`src/rtl/div_if.sv`:
```
// Issue/result bundle between EX and the divide sequencer.
// start_i is held by EX and stalls EX through stall_o until the request is accepted. ready_o is a one-cycle strobe. While it is high, hi_o/lo_o carry the result and EX must commit it that cycle.
interface div_if #(
  parameter int DATA_W = 32
);
  logic              start_i;
  logic              signed_i;
  logic              annul_i;
  logic [DATA_W-1:0] opdata1_i;
  logic [DATA_W-1:0] opdata2_i;
  logic              stall_o;
  logic              ready_o;
  logic [DATA_W-1:0] hi_o;
  logic [DATA_W-1:0] lo_o;
  logic [1:0]        state_dbg;

  modport master (
    output start_i, signed_i, annul_i, opdata1_i, opdata2_i,
    input  stall_o, ready_o, hi_o, lo_o, state_dbg
  );

  modport slave (
    input  start_i, signed_i, annul_i, opdata1_i, opdata2_i,
    output stall_o, ready_o, hi_o, lo_o, state_dbg
  );
endinterface

```
`src/rtl/div_ctrl.sv`:
```
// Restoring 1-bit-per-cycle DIV/DIVU sequencer producing HI (remainder) and LO (quotient).
// Operands are reduced to magnitudes on acceptance and the signs are reapplied on the edge into DONE.
module div_ctrl #(
  parameter int DATA_W = 32
) (
  input  logic clk,
  input  logic rst,
  div_if.slave bus
);
  localparam int CNT_W = $clog2(DATA_W);

  typedef enum logic [1:0] {
    IDLE   = 2'd0,
    BYZERO = 2'd1,
    RUN    = 2'd2,
    DONE   = 2'd3
  } state_t;

  state_t state, state_next;

  logic [CNT_W-1:0]  cnt;
  logic [DATA_W-1:0] dvd;       // dividend magnitude, shifts out MSB-first, quotient shifts in
  logic [DATA_W-1:0] dvs;
  logic [DATA_W-1:0] rem;
  logic              neg_q;
  logic              neg_r;
  logic              ready;
  logic [DATA_W-1:0] hi;
  logic [DATA_W-1:0] lo;

  logic              stall;
  logic              a_neg;
  logic              b_neg;
  logic [DATA_W-1:0] a_mag;
  logic [DATA_W-1:0] b_mag;
  logic [DATA_W:0]   shifted;
  logic [DATA_W+1:0] diff;
  logic              q_bit;
  logic [DATA_W-1:0] q_next;
  logic [DATA_W-1:0] r_next;
  logic [DATA_W-1:0] q_fix;
  logic [DATA_W-1:0] r_fix;
  logic              unused_diff_bit;

  // ---------------------------------------------------------------- FSM
  always_ff @(posedge clk or posedge rst) begin
    if (rst) state <= IDLE;
    else     state <= state_next;
  end

  always_comb begin
    state_next = state;
    stall      = 1'b0;
    case (state)
      IDLE: begin
        if (bus.start_i && !bus.annul_i) begin
          stall      = 1'b1;
          state_next = (bus.opdata2_i == '0) ? BYZERO : RUN;
        end
      end
      BYZERO: begin
        stall      = 1'b1;
        state_next = bus.annul_i ? IDLE : DONE;
      end
      RUN: begin
        stall = 1'b1;
        if (bus.annul_i)                          state_next = IDLE;
        else if (cnt == CNT_W'(DATA_W - 1))       state_next = DONE;
      end
      DONE:    state_next = IDLE;
      default: state_next = IDLE;
    endcase
  end

  // ---------------------------------------------------------------- datapath
  always_comb begin
    a_neg   = bus.signed_i & bus.opdata1_i[DATA_W-1];
    b_neg   = bus.signed_i & bus.opdata2_i[DATA_W-1];
    a_mag   = a_neg ? -bus.opdata1_i : bus.opdata1_i;
    b_mag   = b_neg ? -bus.opdata2_i : bus.opdata2_i;
    // One extra bit on the shifted remainder so a full-width magnitude never overflows.
    shifted = {rem, dvd[DATA_W-1]};
    diff    = {1'b0, shifted} - {2'b00, dvs};
    q_bit   = ~diff[DATA_W+1];
    q_next  = {dvd[DATA_W-2:0], q_bit};
    r_next  = q_bit ? diff[DATA_W-1:0] : shifted[DATA_W-1:0];
    q_fix   = neg_q ? -q_next : q_next;
    r_fix   = neg_r ? -r_next : r_next;
  end

  // A non-negative difference is always below the divisor, so its top bit is zero.
  assign unused_diff_bit = diff[DATA_W];

  always_ff @(posedge clk or posedge rst) begin
    if (rst) begin
      cnt   <= '0;
      dvd   <= '0;
      dvs   <= '0;
      rem   <= '0;
      neg_q <= 1'b0;
      neg_r <= 1'b0;
      ready <= 1'b0;
      hi    <= '0;
      lo    <= '0;
    end else begin
      ready <= (state_next == DONE);
      if (state == IDLE && state_next == RUN) begin
        cnt   <= '0;
        rem   <= '0;
        dvd   <= a_mag;
        dvs   <= b_mag;
        neg_q <= a_neg ^ b_neg;
        neg_r <= a_neg;
      end else if (state == RUN && state_next == RUN) begin
        cnt <= cnt + 1'b1;
        dvd <= q_next;
        rem <= r_next;
      end
      if (state == BYZERO && state_next == DONE) begin
        hi <= '0;
        lo <= '0;
      end else if (state == RUN && state_next == DONE) begin
        hi <= r_fix;
        lo <= q_fix;
      end
    end
  end

  assign bus.stall_o   = stall;
  assign bus.ready_o   = ready;
  assign bus.hi_o      = hi;
  assign bus.lo_o      = lo;
  assign bus.state_dbg = state;
endmodule
```
`src/flat_wrapper.sv`:
```
// flat-port wrapper written by rule: the top's interface ports become plain ports
module div_ctrl_flat 
#(
  parameter int DATA_W = 32
)
  (clk, rst, bus_start_i, bus_signed_i, bus_annul_i, bus_opdata1_i, bus_opdata2_i, bus_stall_o, bus_ready_o, bus_hi_o, bus_lo_o, bus_state_dbg);
  div_if #(.DATA_W(DATA_W)) bus_i ();
  input  logic clk;
  input  logic rst;
  input wire logic [$bits(bus_i.start_i)-1:0] bus_start_i;
  input wire logic [$bits(bus_i.signed_i)-1:0] bus_signed_i;
  input wire logic [$bits(bus_i.annul_i)-1:0] bus_annul_i;
  input wire logic [$bits(bus_i.opdata1_i)-1:0] bus_opdata1_i;
  input wire logic [$bits(bus_i.opdata2_i)-1:0] bus_opdata2_i;
  output wire logic [$bits(bus_i.stall_o)-1:0] bus_stall_o;
  output wire logic [$bits(bus_i.ready_o)-1:0] bus_ready_o;
  output wire logic [$bits(bus_i.hi_o)-1:0] bus_hi_o;
  output wire logic [$bits(bus_i.lo_o)-1:0] bus_lo_o;
  output wire logic [$bits(bus_i.state_dbg)-1:0] bus_state_dbg;
  assign bus_i.start_i = bus_start_i;
  assign bus_i.signed_i = bus_signed_i;
  assign bus_i.annul_i = bus_annul_i;
  assign bus_i.opdata1_i = bus_opdata1_i;
  assign bus_i.opdata2_i = bus_opdata2_i;
  assign bus_stall_o = bus_i.stall_o;
  assign bus_ready_o = bus_i.ready_o;
  assign bus_hi_o = bus_i.hi_o;
  assign bus_lo_o = bus_i.lo_o;
  assign bus_state_dbg = bus_i.state_dbg;
  div_ctrl #(.DATA_W(DATA_W)) u_core (.clk(clk), .rst(rst), .bus(bus_i));
endmodule
```
`config.mk`:
```
export PLATFORM = sky130hd
export DESIGN_NAME = div_ctrl_flat
export DESIGN_NICKNAME = d
export VERILOG_FILES = /design/src/rtl/div_if.sv /design/src/rtl/div_ctrl.sv /design/src/flat_wrapper.sv
export SDC_FILE = /design/constraint.sdc
export NUM_CORES = 1
export LEC_CHECK = 0
export BUFFER_PORTS_ARGS = -buffer_cell sky130_fd_sc_hd__buf_2
export CORE_MARGIN = 5
export CORE_UTILIZATION = 40
export DETAILED_ROUTE_END_ITERATION = 10
export GPL_TIMING_DRIVEN = 1
export MAX_ROUTING_LAYER = met4
export SETUP_SLACK_MARGIN = 0.4
export SLEW_MARGIN = 20
export SYNTH_ARGS = -nofsm -noshare
export SYNTH_HDL_FRONTEND = slang
export SYNTH_SLANG_ARGS = --single-unit
```
`constraint.sdc`:
```
create_clock -name clk -period 8.3 [get_ports clk]
set_input_delay 2.49 -clock clk [delete_from_list [all_inputs] [get_ports clk]]
set_output_delay 2.49 -clock clk [all_outputs]
set_load 0.01 [all_outputs]
```
Yosys cells after proc, flatten, opt, wreduce, memory -nomap -nowiden
Index checks and enable logic that the tools add are counted.

Flip-flop bits (word level): 170. Input bits: 69. Output and inout port bits: 68.

Add/sub/neg operators: 6. Equal/unequal tests: 6. Mux-type cells: 23. Bitwise operators: 4. Reductions and logical operators: 11.

Operators by type and width (count): two-way mux 32 bit (13); negator 32 bit (4); subtractor 33 x 32 -> 34 bit (1); zero test 32 bit (1); two-way mux 2 bit (5); two-way mux 5 bit (2); == test 2 bit, second input constant (4); case mux 2 bit (4 select lines) (1); adder 5 x 1 -> 5 bit, second input constant (1); == test 5 bit, second input constant (1); logical AND 1 bit (5); nonzero test 2 bit (2); AND 1 bit (2); == test 2 x 1 -> 1 bit, second input constant (1); zero test 2 bit (1); case mux 1 bit (2 select lines) (1); OR reduction 2 bit (1); zero test 1 bit (1); two-way mux 1 bit (1); NOT 1 bit (1); bitwise XOR 1 bit (1).

Logic depth before layout (Yosys ltp)
Gate-level depths: netlist of run 1.

Word-level depth: 8. Mapped depth: 24.

Worst setup path before layout of run 1
Ideal clock, no wire load.

Kind: in2out. Start point: input port bus_start_i. End point: output port bus_stall_o. Data arrival time: 2895 ps. Required time: 5810 ps. Slack: 2915 ps. Stages: 4. Path buffers: 0. Cell sequence: inv_1 > nor2_1 > a21oi_1 > nor2_1.

Longest elaborated chain between the ends: 3.

RTL lines: from (decl) (RTL line flat_wrapper.sv:10) `input wire logic [$bits(bus_i.start_i)-1:0] bus_start_i;`; logical AND 1 bit (RTL line div_ctrl.sv:56) `if (bus.start_i && !bus.annul_i) begin`; two-way mux 1 bit (RTL line div_ctrl.sv:56); case mux 1 bit (2 select lines) (RTL line div_ctrl.sv:54) `case (state)`; to (decl) (RTL line flat_wrapper.sv:15) `output wire logic [$bits(bus_i.stall_o)-1:0] bus_stall_o;`.

No other way between the ends.

Worst setup path in the final report of run 1
Start point: input port bus_annul_i. End point: output port bus_stall_o.

Longest elaborated chain between the ends: 4.

RTL lines: from (decl) (RTL line flat_wrapper.sv:12) `input wire logic [$bits(bus_i.annul_i)-1:0] bus_annul_i;`; zero test 1 bit (RTL line div_ctrl.sv:56); logical AND 1 bit (RTL line div_ctrl.sv:56); two-way mux 1 bit (RTL line div_ctrl.sv:56); case mux 1 bit (2 select lines) (RTL line div_ctrl.sv:54).

No other way between the ends.

==> run_results.csv, run 1 <==
group,metric,value,unit
yosys,synthFlopType,"dfrtp_1",
yosys,synth_edf_count,0,
global_route,grt_max_degree,67,
drt,via_per_inst,5.649,
place,pre_cts_slack,2478,ps
die,die_area,0.03411,sq mm
worst_setup_path,path_cells,"buf_2 -> nor2_1 -> a21oi_1 -> nor2_1 -> buf_2",
sta,finalMaxSlewViolations,0,
clock_network,path_clk_slew,70,ps
drt,wl_per_cell,17.94,um
yosys,synth_area,0.01221,sq mm
global_route,grt_pass1_wl,54890,um
clock_network,root_buffer,"clkbuf_16",
drt,vias,10813,
clock_network,clock-sinks,170,
worst_setup_path,start_kind,"primary input",
yosys,synth_seq_cells,170,
final_layout,diodes,0,
worst_setup_path,crit_path_end_kind,"primary output",
yosys,async_flop_share,100.0,%
outcome,status,"complete, no violations",
die,rows,64,
sta,tightest_slew,1045,ps
yosys,syn_inst,1422,
pwr,leakage,0.006009,uW
sta,skew,8.113,ps
global_route,grtUsageTotal,20.60,%
sta,setup_ws,2736,ps
yosys,yosysMostFrequentCell,"nand2_1",
yosys,avgSynthCellArea,8.584,sq um
yosys,synth_top_area_share,34.85,%
pwr,power_density,289.4,mW/mm^2
drt,drtAntennaViolNets,0,
sta,finalSetupViolCount,0,
global_route,grt_pass1_vias,9974,
place,dp_hpwl,26400,um
die,start_util,40.22,%
sta,finalCritPeriodShare,67.03,%
yosys,syn-num-nets,1535,
place,dp_cells,1882,
clock_network,cts-resized-gates,0,
sta,fin_setup_tns,0,ps
worst_setup_path,worstPathArrival,3070,ps
final_layout,instances_no_fill,1914,
worst_setup_path,slowest_stage,"nor2_1",
worst_setup_path,rrSetupSlack,3030,ps
drt,firstDrtPassIters,5,
yosys,ys_warn_count,0,
yosys,yosysSeqAreaShare,34.85,%
sta,rsz0062_at_grt,"false",
place,gp_congestion,0.8803,
clock_network,htreeDepth,4,
yosys,synth_area_leaders,"dfrtp_1 35%, o21ai_0 6.8%, nand2_1 6.2%",
yosys,yosys.cell_types.count,87,
drt,drtIter0Drc,893,
die,chipHeight,184.7,um
sta,period_needed,5564,ps
global_route,antenna_found_initial,0,
sta,slew_headroom,30.16,%
global_route,grt-ovfl-total,0,
die,io_pins,137,
final_layout,fin_nets,1618,
clock_network,clk_path_buf_depth,2,
die,coreArea,0.03035,sq mm
flow_run,cap_violations,0,
final_layout,drive_above_1_share,14.89,%
pwr,peakVddDrop,0.0001671,V
worst_setup_path,crit_fanout,3,
worst_setup_path,worstPathRequired,5810,ps
sta,fmax,179.7,MHz
place,portBuffers,136,
final_layout,syn_to_final_growth,11.56,%
worst_hold_path,min_path_type,"flop to flop",
worst_setup_path,cpPeakStageDelay,170,ps
drt,routed_wirelength,34330,um
clock_network,cts_setup_buffers,0,
clock_network,cts_tree,"yes",
drt,drc_errors,0,
sta,timing.final.hold_violations,0,
die,die_w,184.7,um
clock_network,cts_hold_buf,0,
yosys,synth_top_area_cell,"dfrtp_1",
worst_setup_path,critPathKind,"primary input to primary output",
clock_network,clock_latency,440,ps
clock_network,numCtsBuffers,17,
yosys,synth_common_cells,"200 x nand2_1, 170 x dfrtp_1, 167 x o21ai_0",
==> sequential cells by signal, indices dropped and copies added, names as in the netlist <==
| register | flops |
|---|---|
| u_core.neg_q | 1 |
| u_core.bus.ready_o | 1 |
| u_core.neg_r | 1 |
| u_core.rem | 32 |
| u_core.dvd | 32 |
| u_core.bus.hi_o | 32 |
| u_core.bus.lo_o | 32 |
| u_core.cnt | 5 |
| u_core.dvs | 32 |
| u_core.bus.state_dbg | 2 |
==> kinds of logic (layout without fill, tap and decap cells) <==
kind of cell	count (synthesis)	in the layout	synth area share [%]
DFF	170	170	34.85
muxes	21	21	1.722
AOI/OAI and AO/OA	464	464	25.72
adders and majority gates	44	44	4.572
buffers and inverters	132	228	5.402
xor gates and xnor gates	142	142	10.19
and+or+nand+nor	449	449	17.55
==> critical path, delay by kind of cell <==
kind	cells	cell delay, ps
buffers and inverters	2	240
AOI/OAI and AO/OA	1	90
and+or+nand+nor	2	250
==> through the flow <==
step	total power [uW]	hold WS (ps)	utilization, %	area [sq um]
after floorplan	2629	456.3	-	12210
after global placement	3064	456.4	42.85	13010
after detailed placement	3103	461.1	42.85	13010
after CTS	3951	476.7	44.87	13620
after global routing	4248	498.5	44.87	13620
final	3940	469.4	44.87	13620
==> cell type report <==
class | instances | area, sq um
clock buffers | 20 | 456.7
flip-flops and latches | 170 | 4254
clock inverters | 12 | 156.4
multi-input cells | 1120 | 7311
well taps | 396 | 495.5
repair buffers | 145 | 748.2
fillers | 3000 | 16730
inverters | 51 | 196.4
==> placed cells by master (no fill, tap or decap), types with 17 or more instances in the layout <==
master	instances
xor2_1	64
a22oi_1	30
or3_1	23
xnor2_1	78
o21ai_0	167
nand2_1	199
inv_1	49
ha_1	43
o31ai_1	42
clkbuf_16	17
dfrtp_1	170
nor2_1	82
nor3_1	17
a21oi_1	64
a22o_1	45
nand3_1	24
buf_2	136
mux2i_1	21
==> routing by layer <==
metal | GRT usage [%] | vias to the layer above | routed length [um]
met5 | - | - | 0
met1 | 32.43 | 5139 | 17670
li1 | - | 5331 | -
met4 | 3.905 | 0 | 358
met2 | 27.73 | 324 | 14050
met3 | 3.355 | 19 | 2253
==> final timing paths <==
| kind | start | end | cells past startpoint |
|---|---|---|---|
| setup / recovery | bus_annul_i | bus_stall_o | 5 |
| hold / removal | u_core.bus.hi_o[0]$_DFFE_PP0P_ | u_core.bus.hi_o[0]$_DFFE_PP0P_ | 2 |
| setup reg to reg | u_core.rem[13]$_DFFE_PP0P_ | u_core.bus.lo_o[28]$_DFFE_PP0P_ | 15 |
| hold reg to reg | u_core.bus.hi_o[0]$_DFFE_PP0P_ | u_core.bus.hi_o[0]$_DFFE_PP0P_ | 2 |
| max in group asynchronous | rst | u_core.rem[0]$_DFFE_PP0P_ | 3 |
| min in group asynchronous | rst | u_core.bus.lo_o[14]$_DFFE_PP0P_ | 2 |
==> report_power, final <==
part / switching [uW] / internal, uW
combinational: 1190 / 662
sequential: 221 / 1030
clock: 372 / 469
No activity file was read; power rests on OpenSTA's default activity.
==> run 2, diff against run 1 <==
Clock period 8.3 ns to 4.7 ns, I/O delays scaled along.
==> run_results.csv, run 2 (same netlist as run 1, synthesis figures left out) <==
group,metric,value,unit
outcome,status,"complete, no violations",
flow_run,cap_violations,0,
worst_setup_path,critPathKind,"flop to flop",
clock_network,root_buffer,"clkbuf_16",
die,start_util,40.22,%
global_route,grt_pass1_wl,55490,um
worst_setup_path,start_kind,"flop",
clock_network,path_clk_slew,70,ps
clock_network,cts_hold_buf,0,
clock_network,htreeDepth,4,
die,chipHeight,184.7,um
sta,fin_setup_tns,0,ps
worst_setup_path,rr_worst_depth,17,
global_route,grt_pass1_vias,10069,
final_layout,diodes,0,
global_route,antenna_found_initial,0,
clock_network,cts_tree,"yes",
worst_setup_path,crit_fanout,10,
drt,firstDrtPassIters,6,
worst_setup_path,worstPathRequired,5050,ps
worst_setup_path,cp-startpoint,"u_core.rem[15]$_DFFE_PP0P_",
worst_setup_path,worstPathArrival,4410,ps
drt,via_per_inst,5.615,
clock_network,clock_latency,450,ps
place,dp_cells,1899,
die,die_area,0.03411,sq mm
worst_setup_path,r2r-end,"u_core.bus.hi_o[30]$_DFFE_PP0P_",
sta,whs,474.7,ps
die,coreArea,0.03035,sq mm
sta,finalCritPeriodShare,86.41,%
clock_network,clock-sinks,170,
drt,drtIter0Drc,811,
sta,fmax,246.2,MHz
drt,routed_wirelength,34900,um
final_layout,final_common_cell,"nand2_1",
clock_network,clk_path_buf_depth,2,
worst_setup_path,crit_path_end,"u_core.bus.hi_o[30]$_DFFE_PP0P_",
pwr,peakVddDrop,0.0002805,V
drt,vias,10843,
clock_network,numCtsBuffers,17,
global_route,grt_max_degree,88,
final_layout,instances_no_fill,1931,
final_layout,fin_nets,1636,
die,rows,64,
final_layout,mostFrequentLayoutCells,"199 x nand2_1, 169 x dfrtp_1, 164 x o21ai_0, 136 x buf_2, 82 x nor2_1",
worst_setup_path,crit_path_end_kind,"flop",
sta,rsz0062_at_grt,"false",
sta,finalSetupViolCount,0,
place,portBuffers,136,
die,io_pins,137,
global_route,grtUsageTotal,20.84,%
final_layout,syn_to_final_growth,14.03,%
sta,slew_headroom,29.00,%
drt,drc_errors,0,
pwr,power_density,516.2,mW/mm^2
place,dp_hpwl,26490,um
final_layout,drive_above_1_share,18.05,%
pwr,leakage,0.006097,uW
sta,finalMaxSlewViolations,0,
drt,drtAntennaViolNets,0,
global_route,grt-ovfl-total,0,
worst_setup_path,r2r-start,"u_core.rem[15]$_DFFE_PP0P_",
sta,timing.final.hold_violations,0,
worst_setup_path,rrSetupSlack,640,ps
worst_hold_path,min_path_type,"flop to flop",
drt,wl_per_cell,18.07,um
place,gp_congestion,0.8901,
sta,tightest_slew,1065,ps
sta,period_needed,4061,ps
die,die_w,184.7,um
sta,skew,10.47,ps
pwr,report.power.total,7185,uW
==> run 2: changes by cell type in the layout (fill, tap and decap cells not counted), sizes merged <==
cell / before / now
buf: 145 / 163
clkbuf: 20 / 18
inv: 55 / 57
bufinv: 2 / 3
clkinv: 3 / 2
clkinvlp: 3 / 2
==> run 2: layer usage <==
layer	track usage [%]	share of wire, %
met1	33.10	52
met2	27.86	40
met3	3.020	6.4
met4	4.228	1.1
met5	-	0
==> run 2: what timing repair did <==
| item | 4_1_cts | 5_1_grt |
|---|---|---|
| endpoints found under the setup margin | 0 | 14 |
| resized for setup | 0 | 32 |
| setup buffers | 0 | 1 |
==> run 2: stage by stage <==
step                setup WS [ps]  cell area, sq um  utilization (%)
floorplan                   404.8             12270                -
global placement            423.9             13190            43.47
detailed placement          371.3             13190            43.47
CTS                         524.7             13810            45.50
global route                380.4             13920            45.86
finish                      638.8             13920            45.86
==> run 2: cell type report <==
cell class / instances / area (sq um)
inverters: 51 / 197.7
clock buffers: 18 / 439.2
well taps: 396 / 495.5
fillers: 2953 / 16430
clock inverters: 13 / 177.7
repair buffers: 163 / 908.4
flip-flops and latches: 170 / 4255
multi-input cells: 1120 / 7446
==> run 2: how the worst min path moves through the flow <==
| stage | start | slack, ps | to | depth (start not counted) |
|---|---|---|---|---|
| after global placement | u_core.bus.lo_o[18]$_DFFE_PP0P_ | 460 | u_core.bus.lo_o[18]$_DFFE_PP0P_ | 2 |
| after detailed placement | u_core.bus.lo_o[20]$_DFFE_PP0P_ | 460 | u_core.bus.lo_o[20]$_DFFE_PP0P_ | 2 |
| final | u_core.bus.lo_o[20]$_DFFE_PP0P_ | 470 | u_core.bus.lo_o[20]$_DFFE_PP0P_ | 2 |
| after global routing | u_core.bus.hi_o[16]$_DFFE_PP0P_ | 500 | u_core.bus.hi_o[16]$_DFFE_PP0P_ | 2 |
| after floorplan | u_core.dvs[0]$_DFFE_PP0P_ | 460 | u_core.dvs[0]$_DFFE_PP0P_ | 2 |
| after CTS | u_core.bus.lo_o[20]$_DFFE_PP0P_ | 480 | u_core.bus.lo_o[20]$_DFFE_PP0P_ | 2 |
==> run 2: critical path: stages (launching register included) <==
cell and delay [ps]:
dfrtp_1 450, ha_2 400, a21oi_2 210, o21a_2 170
a21bo_4 240, o311ai_4 310, nand2_4 150, mux2i_2 280
ha_2 250, nand2b_1 100, nor2_1 90, and4_1 200
a41oi_1 80, nor3_2 360, nand3_1 120, o31ai_1 250
xor2_1 100, a22o_1 200
==> run 2: power breakdown <==
group / leakage (uW) / total, uW / switching [uW] / internal, uW
logic: 0.00358 / 3450 / 2170 / 1270
clock network: 0.000302 / 1540 / 674 / 864
registers: 0.00222 / 2200 / 384 / 1820
